`config.mk`:
```
export PLATFORM = sky130hd
export DESIGN_NAME = rvee_mem_flat
export DESIGN_NICKNAME = d
export VERILOG_FILES = /design/src/rtl/rvee_exec_if.sv /design/src/rtl/rvee_mem.sv /design/src/flat_wrapper.sv
export SDC_FILE = /design/constraint.sdc
export NUM_CORES = 1
export LEC_CHECK = 0
export ABC_AREA = 1
export CORE_MARGIN = 1.5
export CORE_UTILIZATION = 40
export CTS_CLUSTER_DIAMETER = 40
export DETAILED_ROUTE_END_ITERATION = 8
export PLACE_DENSITY = 0.71
export SYNTH_ARGS = -nofsm -noshare
export SYNTH_HDL_FRONTEND = slang
export SYNTH_SLANG_ARGS = --single-unit
```
`constraint.sdc`:
```
create_clock -name clk -period 2.7 [get_ports clk]
set_input_delay 0.54 -clock clk [delete_from_list [all_inputs] [get_ports clk]]
set_output_delay 0.54 -clock clk [all_outputs]
set_load 0.05 [all_outputs]
```
`src/rtl/rvee_exec_if.sv`:
```
// Execute-to-memory stage payload. The execute stage drives the instruction
// fields and valid; the memory stage answers with ready.
interface rvee_exec_if #(
  parameter int XLEN = 32
);
  logic            valid;
  logic [XLEN-1:0] pc;
  logic            rd_we;
  logic [4:0]      rd;
  logic [XLEN-1:0] result;
  logic            mem_load;
  logic            mem_store;
  logic [XLEN-1:0] mem_data;
  logic [1:0]      mem_size;
  logic            mem_sext;
  logic            ready;

  modport mem_port (
    input  valid, pc, rd_we, rd, result, mem_load, mem_store,
           mem_data, mem_size, mem_sext,
    output ready
  );

  modport ex_port (
    output valid, pc, rd_we, rd, result, mem_load, mem_store,
           mem_data, mem_size, mem_sext,
    input  ready
  );
endinterface

```
`src/rtl/rvee_mem.sv`:
```
// rvee memory stage: retires ALU results, performs single-outstanding loads and
// stores on the data bus, aligns/extends load data and emits one registered
// writeback (or misalignment exception) per instruction.
//
// Handshake: an instruction on ex is consumed in the cycle where ex.valid and
// ex.ready are both high; ex.valid must stay high with a stable payload until
// then. The bus request is taken when dbus_req_valid and dbus_req_ready are
// both high at a rising edge; request fields stay stable while waiting.
module rvee_mem #(
  parameter int XLEN = 32
) (
  input  logic            clk,
  input  logic            rst,
  rvee_exec_if.mem_port   ex,
  output logic            dbus_req_valid,
  input  logic            dbus_req_ready,
  output logic [XLEN-1:0] dbus_addr,
  output logic            dbus_we,
  output logic [XLEN-1:0] dbus_wdata,
  output logic [3:0]      dbus_be,
  input  logic            dbus_rsp_valid,
  input  logic [XLEN-1:0] dbus_rdata,
  output logic            wb_valid,
  output logic [4:0]      wb_rd,
  output logic [XLEN-1:0] wb_data,
  output logic [XLEN-1:0] wb_pc,
  output logic            exc_misaligned,
  output logic [XLEN-1:0] exc_pc,
  output logic [XLEN-1:0] exc_addr,
  output logic [1:0]      o_dbg_state
);

  typedef enum logic [1:0] {
    S_IDLE = 2'd0,
    S_REQ  = 2'd1,
    S_RSP  = 2'd2
  } state_t;

  state_t          r_state;
  logic [XLEN-1:0] r_pc;
  logic            r_rd_we;
  logic [4:0]      r_rd;
  logic            r_store;
  logic [1:0]      r_size;
  logic            r_sext;
  logic [1:0]      r_lo;

  logic            w_is_mem;
  logic            w_legal;
  logic            w_ready;
  logic [XLEN-1:0] w_wdata;
  logic [3:0]      w_be;
  logic [XLEN-1:0] w_shift;
  logic [XLEN-1:0] w_load;

  assign w_is_mem    = ex.mem_load | ex.mem_store;
  assign o_dbg_state = r_state;
  // ready is suppressed during reset so nothing is consumed while held
  assign ex.ready    = rst & w_ready;

  // Access legality from size and low address bits
  always_comb begin
    w_legal = 1'b0;
    case (ex.mem_size)
      2'd0:    w_legal = 1'b1;
      2'd1:    w_legal = ~ex.result[0];
      2'd2:    w_legal = (ex.result[1:0] == 2'b00);
      default: w_legal = 1'b0;
    endcase
  end

  // Consume signal: immediate for ALU/rejected ops, at bus accept for stores,
  // at response for loads
  always_comb begin
    w_ready = 1'b0;
    case (r_state)
      S_IDLE:  w_ready = ex.valid & (~w_is_mem | ~w_legal);
      S_REQ:   w_ready = ex.valid & r_store & dbus_req_ready;
      S_RSP:   w_ready = ex.valid & dbus_rsp_valid;
      default: w_ready = 1'b0;
    endcase
  end

  // Store lane replication and byte enables from the incoming payload
  always_comb begin
    w_wdata = ex.mem_data;
    w_be    = 4'b1111;
    case (ex.mem_size)
      2'd0: begin
        w_wdata = {4{ex.mem_data[7:0]}};
        w_be    = 4'b0001 << ex.result[1:0];
      end
      2'd1: begin
        w_wdata = {2{ex.mem_data[15:0]}};
        w_be    = 4'b0011 << ex.result[1:0];
      end
      default: begin
        w_wdata = ex.mem_data;
        w_be    = 4'b1111;
      end
    endcase
  end

  // Load alignment and sign/zero extension using the latched access shape
  always_comb begin
    w_shift = dbus_rdata >> {r_lo, 3'b000};
    w_load  = w_shift;
    case (r_size)
      2'd0:    w_load = r_sext ? {{24{w_shift[7]}}, w_shift[7:0]}
                               : {24'd0, w_shift[7:0]};
      2'd1:    w_load = r_sext ? {{16{w_shift[15]}}, w_shift[15:0]}
                               : {16'd0, w_shift[15:0]};
      default: w_load = w_shift;
    endcase
  end

  // Stage FSM with registered bus request, writeback and exception outputs
  always_ff @(posedge clk or negedge rst) begin
    if (!rst) begin
      r_state        <= S_IDLE;
      r_pc           <= '0;
      r_rd_we        <= 1'b0;
      r_rd           <= '0;
      r_store        <= 1'b0;
      r_size         <= '0;
      r_sext         <= 1'b0;
      r_lo           <= '0;
      dbus_req_valid <= 1'b0;
      dbus_addr      <= '0;
      dbus_we        <= 1'b0;
      dbus_wdata     <= '0;
      dbus_be        <= '0;
      wb_valid       <= 1'b0;
      wb_rd          <= '0;
      wb_data        <= '0;
      wb_pc          <= '0;
      exc_misaligned <= 1'b0;
      exc_pc         <= '0;
      exc_addr       <= '0;
    end else begin
      wb_valid       <= 1'b0;
      exc_misaligned <= 1'b0;
      case (r_state)
        S_IDLE: begin
          if (ex.valid) begin
            if (!w_is_mem) begin
              wb_valid <= ex.rd_we & (ex.rd != 5'd0);
              wb_rd    <= ex.rd;
              wb_data  <= ex.result;
              wb_pc    <= ex.pc;
            end else if (!w_legal) begin
              exc_misaligned <= 1'b1;
              exc_pc         <= ex.pc;
              exc_addr       <= ex.result;
            end else begin
              r_pc           <= ex.pc;
              r_rd_we        <= ex.rd_we;
              r_rd           <= ex.rd;
              r_store        <= ex.mem_store;
              r_size         <= ex.mem_size;
              r_sext         <= ex.mem_sext;
              r_lo           <= ex.result[1:0];
              dbus_req_valid <= 1'b1;
              dbus_addr      <= {ex.result[XLEN-1:2], 2'b00};
              dbus_we        <= ex.mem_store;
              dbus_wdata     <= w_wdata;
              dbus_be        <= w_be;
              r_state        <= S_REQ;
            end
          end
        end
        S_REQ: begin
          if (dbus_req_ready) begin
            dbus_req_valid <= 1'b0;
            r_state        <= r_store ? S_IDLE : S_RSP;
          end
        end
        S_RSP: begin
          if (dbus_rsp_valid) begin
            wb_valid <= r_rd_we & (r_rd != 5'd0);
            wb_rd    <= r_rd;
            wb_data  <= w_load;
            wb_pc    <= r_pc;
            r_state  <= S_IDLE;
          end
        end
        default: r_state <= S_IDLE;
      endcase
    end
  end

endmodule

```
`src/flat_wrapper.sv`:
```
// flat-port wrapper written by rule: the top's interface ports become plain ports
module rvee_mem_flat 
#(
  parameter int XLEN = 32
)
  (clk, rst, dbus_req_valid, dbus_req_ready, dbus_addr, dbus_we, dbus_wdata, dbus_be, dbus_rsp_valid, dbus_rdata, wb_valid, wb_rd, wb_data, wb_pc, exc_misaligned, exc_pc, exc_addr, o_dbg_state, ex_valid, ex_pc, ex_rd_we, ex_rd, ex_result, ex_mem_load, ex_mem_store, ex_mem_data, ex_mem_size, ex_mem_sext, ex_ready);
  rvee_exec_if #(.XLEN(XLEN)) ex_i ();
  input  logic clk;
  input  logic rst;
  output logic dbus_req_valid;
  input  logic dbus_req_ready;
  output logic [XLEN-1:0] dbus_addr;
  output logic dbus_we;
  output logic [XLEN-1:0] dbus_wdata;
  output logic [3:0] dbus_be;
  input  logic dbus_rsp_valid;
  input  logic [XLEN-1:0] dbus_rdata;
  output logic wb_valid;
  output logic [4:0] wb_rd;
  output logic [XLEN-1:0] wb_data;
  output logic [XLEN-1:0] wb_pc;
  output logic exc_misaligned;
  output logic [XLEN-1:0] exc_pc;
  output logic [XLEN-1:0] exc_addr;
  output logic [1:0] o_dbg_state;
  input wire logic [$bits(ex_i.valid)-1:0] ex_valid;
  input wire logic [$bits(ex_i.pc)-1:0] ex_pc;
  input wire logic [$bits(ex_i.rd_we)-1:0] ex_rd_we;
  input wire logic [$bits(ex_i.rd)-1:0] ex_rd;
  input wire logic [$bits(ex_i.result)-1:0] ex_result;
  input wire logic [$bits(ex_i.mem_load)-1:0] ex_mem_load;
  input wire logic [$bits(ex_i.mem_store)-1:0] ex_mem_store;
  input wire logic [$bits(ex_i.mem_data)-1:0] ex_mem_data;
  input wire logic [$bits(ex_i.mem_size)-1:0] ex_mem_size;
  input wire logic [$bits(ex_i.mem_sext)-1:0] ex_mem_sext;
  output wire logic [$bits(ex_i.ready)-1:0] ex_ready;
  assign ex_i.valid = ex_valid;
  assign ex_i.pc = ex_pc;
  assign ex_i.rd_we = ex_rd_we;
  assign ex_i.rd = ex_rd;
  assign ex_i.result = ex_result;
  assign ex_i.mem_load = ex_mem_load;
  assign ex_i.mem_store = ex_mem_store;
  assign ex_i.mem_data = ex_mem_data;
  assign ex_i.mem_size = ex_mem_size;
  assign ex_i.mem_sext = ex_mem_sext;
  assign ex_ready = ex_i.ready;
  rvee_mem #(.XLEN(XLEN)) u_core (.clk(clk), .rst(rst), .ex(ex_i), .dbus_req_valid(dbus_req_valid), .dbus_req_ready(dbus_req_ready), .dbus_addr(dbus_addr), .dbus_we(dbus_we), .dbus_wdata(dbus_wdata), .dbus_be(dbus_be), .dbus_rsp_valid(dbus_rsp_valid), .dbus_rdata(dbus_rdata), .wb_valid(wb_valid), .wb_rd(wb_rd), .wb_data(wb_data), .wb_pc(wb_pc), .exc_misaligned(exc_misaligned), .exc_pc(exc_pc), .exc_addr(exc_addr), .o_dbg_state(o_dbg_state));
endmodule
```
; After elaboration in Yosys (flattened, before gate mapping)
; Cells that the tools add are included.
[word_totals]
register_bits = 248
latch_bits = 0
ram_bits = 0
romBits = 0
input_bits = 144
out_inout_bits = 208
wordCells = 97
memories = 0
[op_classes]
add_sub_neg = 0
n_mul = 0
n_div = 0
n_lt_le_gt_ge = 0
eq_ne = 11
n_shift = 3
n_mux = 39
n_bitwise = 12
n_reduce_logical = 13
[ops]
columns = op, n
row1 = 32-bit 2-to-1 mux, 8
row2 = 32-bit one-hot mux with 2 select lines, 4
row3 = 32-bit by 5-bit >> shifter with 32-bit output, 1
row4 = 5-bit 2-to-1 mux, 3
row5 = 2-bit 2-to-1 mux, 6
row6 = 4-bit AND reduction, 3
row7 = 1-bit 2-to-1 mux, 11
row8 = 5-bit one-hot mux with 2 select lines, 1
row9 = 5-bit AND reduction, 2
row10 = 5-bit nonzero test, 2
row11 = 2-bit zero test, 4
row12 = "2-bit != test, second input constant", 4
row13 = 4-bit one-hot mux with 2 select lines, 1
row14 = 1-bit bitwise AND, 7
row15 = "2-bit by 1-bit equality test with 1-bit output, second input constant", 3
row16 = 1-bit one-hot mux with 3 select lines, 2
row17 = 2-bit one-hot mux with 3 select lines, 1
row18 = "2-bit equality test, second input constant", 2
row19 = "2-bit by 1-bit != test with 1-bit output, second input constant", 2
row20 = 1-bit one-hot mux with 2 select lines, 2
row21 = 2-bit nonzero test, 2
row22 = "1-bit by 2-bit left shift with 4-bit output, first input constant", 1
row23 = "2-bit by 2-bit left shift with 4-bit output, first input constant", 1
row24 = 1-bit NOT, 3
row25 = 1-bit OR, 2

; Depth between registers and ports, before layout
; Gate-level depths: netlist of the first run.
[logic_depth]
ltp_word = 7
mapped_depth = 10
mapped_depth_nobuf = 9

; Worst setup path after synthesis of the first run
; No wires, ideal clock.
[synth_timing]
kind = register to output
start = register u_core.r_state[1] (netlist: u_core.o_dbg_state[1])
end = output port ex_ready
arrival_ns = 1.971
t_required_ns = 2.160
slack_ns = 0.189
stages_incl_launch_ff = 5
path_buffers = 0
path_cell_list = dfrtp_1 -> inv_2 -> nor2_2 -> nand2_1 -> a41oi_1
[synth_via]
elab_chain_cells = 3
word_cells_on_any_way = 5
classes_between = eq/ne (2) / mux (1) / bitwise (1) / reduce/logical (1)
[synth_lines]
columns = item, line_no
row1 = start: declaration, rvee_mem.sv:39  ; state_t r_state;
row2 = start signal: assignment, rvee_mem.sv:175  ; r_state <= r_store ? S_IDLE : S_RSP;
row3 = "2-bit equality test, or another cell as far along", rvee_mem.sv:76  ; case (r_state)
row4 = 1-bit one-hot mux with 3 select lines (*), rvee_mem.sv:76
row5 = 1-bit bitwise AND (*), rvee_mem.sv:59  ; assign ex.ready = rst & w_ready;
row6 = end: declaration, flat_wrapper.sv:36  ; output wire logic [$bits(ex_i.ready)-1:0] ex_ready;
; Every way passes the cells marked *; elsewhere a longest branch is shown, timed or not.

; Worst setup path after layout of the first run
[layout_timing]
start = input port rst
end = output port ex_ready
[layout_via]
elab_chain_cells = 1
[layout_lines]
columns = item, line_no
row1 = start: declaration, flat_wrapper.sv:9  ; input logic rst;
row2 = 1-bit bitwise AND, rvee_mem.sv:59
; Every way passes these cells.

==> impl_results.md, run 1 <==
* Outcome: complete, no violations
* Synth cell types at 27
* Layout cells sized above 1 at 6.061%
* Placed inst area at around 15000 um^2
* Clock latency on the worst-skew pair at between 0.5 and 0.6 ns
* Maxcap violations at 0
* Post-cts gate resize count at 0
* Final WS setup at 0.2088 ns
* Critical path fanouts, max at 30
* Worst Hold Margin at 0.4681 ns
* Max Buffers Root-to-Sink at 3
* CP top delay family: buffers and inverters
* VDD IR-drop max at 0.8264 mV
* Post-synthesis sequential area ratio at 57.50%
* Post-route clock period utilization at roughly 90%
* CP max stage delay at 0.56 ns
* Fillcell total at 2304
* Setup TNS at 0 ns
* Via density at 5.040
* Worst setup path class: input pin to output port
* Net Switching at 9328 uW
* Setup Skew at 0.01370 ns
* Std-Cell Rows at 59
* Vias in the first global route at roughly 9700
* Final setup vio count at 0
* Initial Util at 41.07%
* Synth Register Bits at roughly 250
* Ranking of synthesized cells by area: dfrtp_1 58%, nand2_1 14%, o21ai_0 8.0%
* CP arrival at 1.95 ns
* Design Area, Final at about 16000 um^2
* RSZ-0062 raised after global routing: false
* Required @ worst endpoint at roughly 2.2 ns
* Clk pwr share at 24.2%
* Worst hold path type: input pin to async pin
* TritonCTS clock tree: built
* Remaining global-route overflow at 0
* Reg2reg start: u_core.o_dbg_state[1]$_DFFE_PN0P_
* Port Buffer Count at 349
* Initial antenna violation count at 5
* R2R setup slack at 0.61 ns
* Placeable core area at between 20000 and 30000 um^2
* Crit path launch type: input pin
* TritonCTS Buffers at 38
* Post-layout minimum cycle time at ~2.5 ns
* Synthesized area at 10790 um^2
* Share of the synthesized area in the top cell type at 57.50%
* Post-synth EDFFs at 0
* Pint at roughly 11000 uW
* Capturing point of the worst reg2reg path: u_core.wb_pc[18]$_DFFE_PN0P_
* Pre-CTS setup slack at 0.1357 ns
* Top-count cell post-synth: nand2_1
* DR WL/cell at 17.02 um
* ANT nets after route at 0
* PwrDens at 1298 nW/um^2
* CP bufs+invs at 3
* HPWL Detailed at 23570 um
* Sequential power share at just under 30%
* Pin count of the biggest net entering global routing at 143
* Routability cong. at 0.8842
* Slew headroom at 30.01%
* CTS H-Tree Depth at 2
* F_max at 401.4 MHz
* First-pass GRT wire length at 53220 um
* Drc violations at 0
* DRT iter0 DRCs at 868
* Die Wd at 167.3 um
* Clock transition at path regs at 0.06 ns
* Nets at between 1500 and 2000
* Clock Sinks at 248
* Drt first pass iters at 5
* Async SR Flop Fraction at between 90% and 100%
* Synth top cells by count: 408 x nand2_1, 248 x dfrtp_1, 173 x o21ai_0
* Most used DFF post-synth: dfrtp_1
* Crit. End Element: output port
* Mapped Avg Cell Area at 8.341 um^2
* Leading area contributor after synthesis: dfrtp_1
* Crit-path cells: dlygate4sd3_1, buf_8, nand2_1, a41oi_1, buf_12
* Comb power frac at 46.9%
* Switching fraction of total power at 45.21%
* Total track usage at 24.09%
* Final hold violation count at 0
* # IOs at 352
* Syn. warnings at 0
* Total Wirelength at approximately 34000 um
* Die height at about 170 um
* Clock Root Buffer: clkbuf_16
* Worst r2r path cells at 7
* P&R area growth vs syn at 47.29%
* P_leak at 0.007407 uW
* Via Count at approximately 10000
* Max-slew violations at 0
* Cell count after synthesis at roughly 1300
* Die area at 27980 um^2
* Worst slew pin tran at 1.046 ns
* Worst path slowest cell: dlygate4sd3_1
==> state kept, by name, indices dropped and copies added (netlist names) <==
signal and cells:
u_core.exc_misaligned 1, u_core.r_sext 1, u_core.dbus_be 4, u_core.r_store 1
u_core.dbus_req_valid 1, u_core.r_rd 5, u_core.wb_valid 1, u_core.r_rd_we 1
u_core.o_dbg_state 2, u_core.wb_rd 5, u_core.dbus_wdata 32, u_core.r_size 2
u_core.r_pc 32, u_core.exc_addr 32, u_core.exc_pc 32, u_core.r_lo 2
u_core.dbus_addr 30, u_core.wb_pc 32, u_core.wb_data 32
==> cell type report <==
type                            count  area (um^2)  area share [%]
Clock inverter                     26        297.8           1.873
Tap cell                          335        419.2           2.637
Multi-Input combinational cell    856         3835           24.12
Sequential cell                   248         6206           39.04
Clock buffer                       43         1001           6.297
Timing Repair Buffer              372         3734           23.49
Inverter                          105        394.1           2.479
Antenna cell                        4        10.01         0.06297
==> through the flow <==
stage	total power [uW]	utilization [%]	instances
after global placement	15570	55.44	1914
after floorplan	12110	-	1295
after CTS	20770	60.45	1985
after global routing	21630	60.49	1989
after detailed placement	15690	55.44	1914
final	20630	60.49	1989
==> cells in the final DEF (no fill, tap or decap), types with 38 or more instances in the layout <==
cell type | synthesis | routed
inv_1 | 103 | 102
clkdlybuf4s50_1 | 0 | 347
a31oi_1 | 38 | 38
dfrtp_1 | 248 | 248
nand2_1 | 408 | 406
a21oi_1 | 84 | 84
clkbuf_16 | 0 | 39
nor2_1 | 67 | 67
nand3_1 | 48 | 47
o21ai_0 | 173 | 173
==> cell families after synthesis <==
logic type,Yosys count,share of synthesized area [%]
AO/OA/AOI/OAI,324,16.01
buffers and inverters,191,7.257
flip-flops,248,57.50
other,1,0.03475
AND/OR/NAND/NOR,530,19.20
==> how the worst max path moves through the flow <==
stage                                      startpoint                                 to  cells after the start
finish                                            rst                           ex_ready                      5
CTS                                               rst                           ex_ready                      5
global route        u_core.o_dbg_state[1]$_DFFE_PN0P_                           ex_ready                      6
global placement                       ex_mem_size[0]  u_core.dbus_wdata[26]$_DFFE_PN0P_                      7
detailed placement                       ex_result[0]      u_core.dbus_be[3]$_DFFE_PN0P_                      7
floorplan           u_core.o_dbg_state[1]$_DFFE_PN0P_                           ex_ready                      4
==> timing repair <==
action,4_1_cts,5_1_grt
endpoints found under the setup margin,1,0
endpoints found under the hold margin,27,0
setup buffers,1,0
hold buffers,1,0
==> metal layers <==
metal	vias to the layer above	share of wire (%)	track usage [%]	routed length (um)
met1	4736	42	30.85	14380
met5	-	0	0	0
met2	359	46	38.55	15720
met3	70	7.5	6.476	2544
met4	0	3.5	10.46	1199
li1	4860	-	-	-
==> power groups by stage <==
stage	Clock [uW]	Sequential, uW	Combinational, uW
after detailed placement	0	5990	9700
final	4980	5960	9690
after global placement	0	5960	9610
after global routing	5260	6150	10200
after floorplan	0	10100	1980
after CTS	5070	5960	9730
No activity file was read; power rests on OpenSTA's default activity.
==> run 2: changes to the inputs <==
CAP_MARGIN = 15   (was unset)
SLEW_MARGIN = 10   (was unset)
==> results of run 2 <==
The final DEF is identical to that of run 1; final timing and power are the same.
==> run 3: changes to the inputs <==
ABC_AREA = unset   (was 1)
==> run 3 against run 2 <==
  * Flip-flop and latch count unchanged
  * Register-to-register slack got worse by 0.18 ns
  * Global-route usage fell by 2.3 points
  * Power up 8.6%
  * Utilization rose by 0.16 points
  * Critical path depth down 4
  * Final area up 3.1%
  * Routed wire length down 7.9%
  * Critical endpoint is now o_dbg_state[0]
  * Largest cell class unchanged
==> impl_results.md, run 3 <==
* Outcome: complete, no violations
* Drt first pass iters at 5 (unchanged)
* TritonCTS Buffers at 40 (+5.3%)
* Ranking of synthesized cells by area: dfrtp_1 56%, mux2_2 20%, mux2i_1 5.2%
* Initial Util at 40.88% (-0.18 points)
* Async SR Flop Fraction at 100.0% (unchanged)
* Cell count after synthesis at 875 (-32%)
* Max Buffers Root-to-Sink at 3 (unchanged)
* Drc violations at 0 (unchanged)
* Clock transition at path regs at 0.05 ns (about the same)
* Crit path launch type: register
* CTS hold repair buffers at 1 (unchanged)
* Die area at 28630 um^2 (+2.3%)
* Max-slew violations at 0 (unchanged)
* Setup bufs post-CTS at 0 (-1)
* CP max stage delay at 0.92 ns (+0.36 ns)
* Layout cells sized above 1 at 24.23% (+18 points)
* DRT iter0 DRCs at 452 (-48%)
* Clock latency on the worst-skew pair at 0.51 ns (about the same)
* Port Buffer Count at 349 (unchanged)
* Pin count of the biggest net entering global routing at 154 (+7.7%)
* Via density at 5.180 (+2.8%)
* Synth cell types at 50 (+85%)
* Mapped Avg Cell Area at 12.63 um^2 (+51%)
* Setup Skew at 0.01496 ns (+0.001261 ns)
* First-pass GRT wire length at 48830 um (-8.2%)
* CTS H-Tree Depth at 2 (unchanged)
* CP arrival at 2.01 ns (+0.06 ns)
* Clock Root Buffer: clkbuf_16
* F_max at 391.8 MHz (-2.4%)
* Syn. warnings at 0 (unchanged)
* Slew headroom at 33.38% (+3.4 points)
* CP top delay family: buffers and inverters
* VDD IR-drop max at 0.9373 mV (+13%)
* Post-route non-filler standard cell count at 1601 (-20%)
* Most used DFF post-synth: dfrtp_1
* Maxcap violations at 0 (unchanged)
* Total Wirelength at 31170 um (-7.9%)
* Die Wd at 169.2 um (+1.2%)
* Clk pwr share at 24.4% (+0.2 points)
* Net Switching at 9564 uW (+2.5%)
* TritonCTS clock tree: built
* Gr busiest metal: met2
* Top-count cell post-synth: dfrtp_1
* Sequential power share at 27.6% (-1.3 points)
* Post-synth EDFFs at 0 (unchanged)
* GR Layer Usage met3 at 6.716% (+0.24 points)
* ANT nets after route at 0 (unchanged)
* P&R area growth vs syn at 48.35%
* Met1 usage at 27.47% (-3.4 points)
* Clock Sinks at 248 (unchanged)
* CP bufs+invs at 1 (-2)
* Placeable core area at 27030 um^2 (+2.8%)
* # IOs at 352 (unchanged)
* Vias in the first global route at 8592 (-11%)
* Via Count at 8293 (-17%)
* Final hold violation count at 0 (unchanged)
* Leading area contributor after synthesis: dfrtp_1
* Routability cong. at 0.7858 (-11%)
* Most common cell after layout, fill and taps aside: clkdlybuf4s50_1
* Crit-path cells: clkdlybuf4s50_1
* Post-cts gate resize count at 0 (unchanged)
* DR WL/cell at 19.47 um (+14%)
* Post-synthesis sequential area ratio at 56.17% (-1.3 points)
* Comb power frac at 48.0% (+1.1 points)
* Synth Register Bits at 248 (unchanged)
* P_leak at 0.006675 uW (-9.9%)
* Worst setup path class: register to output port
* PwrDens at 1368 nW/um^2 (+5.4%)
* Remaining global-route overflow at 0 (unchanged)
* HPWL Detailed at 21750 um (-7.7%)
* Std-Cell Rows at 60 (+1.7%)
* Crit. End Element: output port
* Total track usage at 21.77% (-2.3 points)
* Worst Hold Margin at 0.4974 ns (+0.02934 ns)
* Synth top cells by count: 248 x dfrtp_1, 193 x mux2_2, 100 x nor2_1
* Die height at 169.2 um (+1.2%)
* Tot Pwr at 22420 uW (+8.6%)
* Nets at 1372 (-22%)
* Worst path slowest cell: clkdlybuf4s50_1
* Worst hold path type: register to register
* Post-Place Cells at 1526 (-20%)
* Initial antenna violation count at 1 (-4)
* RSZ-0062 raised after global routing: false
* Met2 usage at 35.64% (-2.9 points)
* Most frequent cells in the layout: 346 x clkdlybuf4s50_1, 248 x dfrtp_1, 193 x mux2_2
* Switching fraction of total power at 42.66% (-2.5 points)
* Final setup vio count at 0 (unchanged)
* Share of the synthesized area in the top cell type at 56.17% (-1.3 points)
* Post-route clock period utilization at 94.52% (+2.3 points)
* Worst slew pin tran at 0.9961 ns (-0.04985 ns)
* Critical path fanouts, max at 8 (-73%)
* Pint at 12850 uW (+14%)
* Synthesized area at 11050 um^2 (+2.4%)
* Required @ worst endpoint at 2.16 ns (about the same)
* Post-layout minimum cycle time at 2.552 ns (+0.06092 ns)
run 3: final timing paths:
check,start,endpoint,slack (ns),cells after the start
min,u_core.dbus_req_valid$_DFFE_PN0P_,u_core.dbus_req_valid$_DFFE_PN0P_,0.50,1
min reg2reg,u_core.dbus_req_valid$_DFFE_PN0P_,u_core.dbus_req_valid$_DFFE_PN0P_,0.50,1
max,u_core.o_dbg_state[0]$_DFFE_PN0P_,o_dbg_state[0],0.15,1
max reg2reg,u_core.r_lo[1]$_DFFE_PN0P_,u_core.wb_data[21]$_DFFE_PN0P_,0.43,5
min in group asynchronous,rst,u_core.dbus_wdata[10]$_DFFE_PN0P_,0.52,2
max in group asynchronous,rst,u_core.wb_data[10]$_DFFE_PN0P_,1.04,3
run 3: power by group through the flow:
stage	combinational (uW)	sequential, uW	clock [uW]
after floorplan	2400	10800	0
after global placement	10700	6170	0
after detailed placement	10800	6240	0
after CTS	10800	6200	5560
after global routing	11200	6400	5730
final	10800	6190	5460
run 3: metrics by stage:
stage / setup slack [ns] / instance area [um^2] / util, % / TNS [ns]
floorplan: 0.08139 / 11050 / - / 0
global placement: 0.08610 / 14930 / 55.26 / 0
detailed placement: -0.01247 / 14930 / 55.26 / -0.01247
CTS: 0.1378 / 16390 / 60.64 / 0
global route: 0.08679 / 16390 / 60.65 / 0
finish: 0.1479 / 16390 / 60.65 / 0
run 3: logic make-up (layout without fill, tap and decap cells):
logic type | Yosys count | count (layout) | share of synthesized area [%]
buffers and inverters | 70 | 453 | 3.658
AND/OR/NAND/NOR | 182 | 182 | 7.236
XOR/XNOR | 1 | 1 | 0.07928
other | 1 | 3 | 0.03394
AO/OA/AOI/OAI | 123 | 123 | 7.995
multiplexers | 250 | 250 | 24.83
flip-flops | 248 | 248 | 56.17
run 3: layout make-up:
cell class / instances / area (um^2)
fillers: 2193 / 10630
flip-flops and latches: 248 / 6206
multi-input cells: 558 / 4477
repair buffers: 375 / 3816
clock buffers: 54 / 1155
well taps: 341 / 426.7
clock inverters: 19 / 290.3
inverters: 5 / 18.77
diodes: 1 / 2.502
run 3: per-layer routing:
metal	up-vias	part of all wire, %
met5	-	0
li1	3839	-
met4	0	2.9
met3	57	9.1
met2	332	47
met1	4065	41
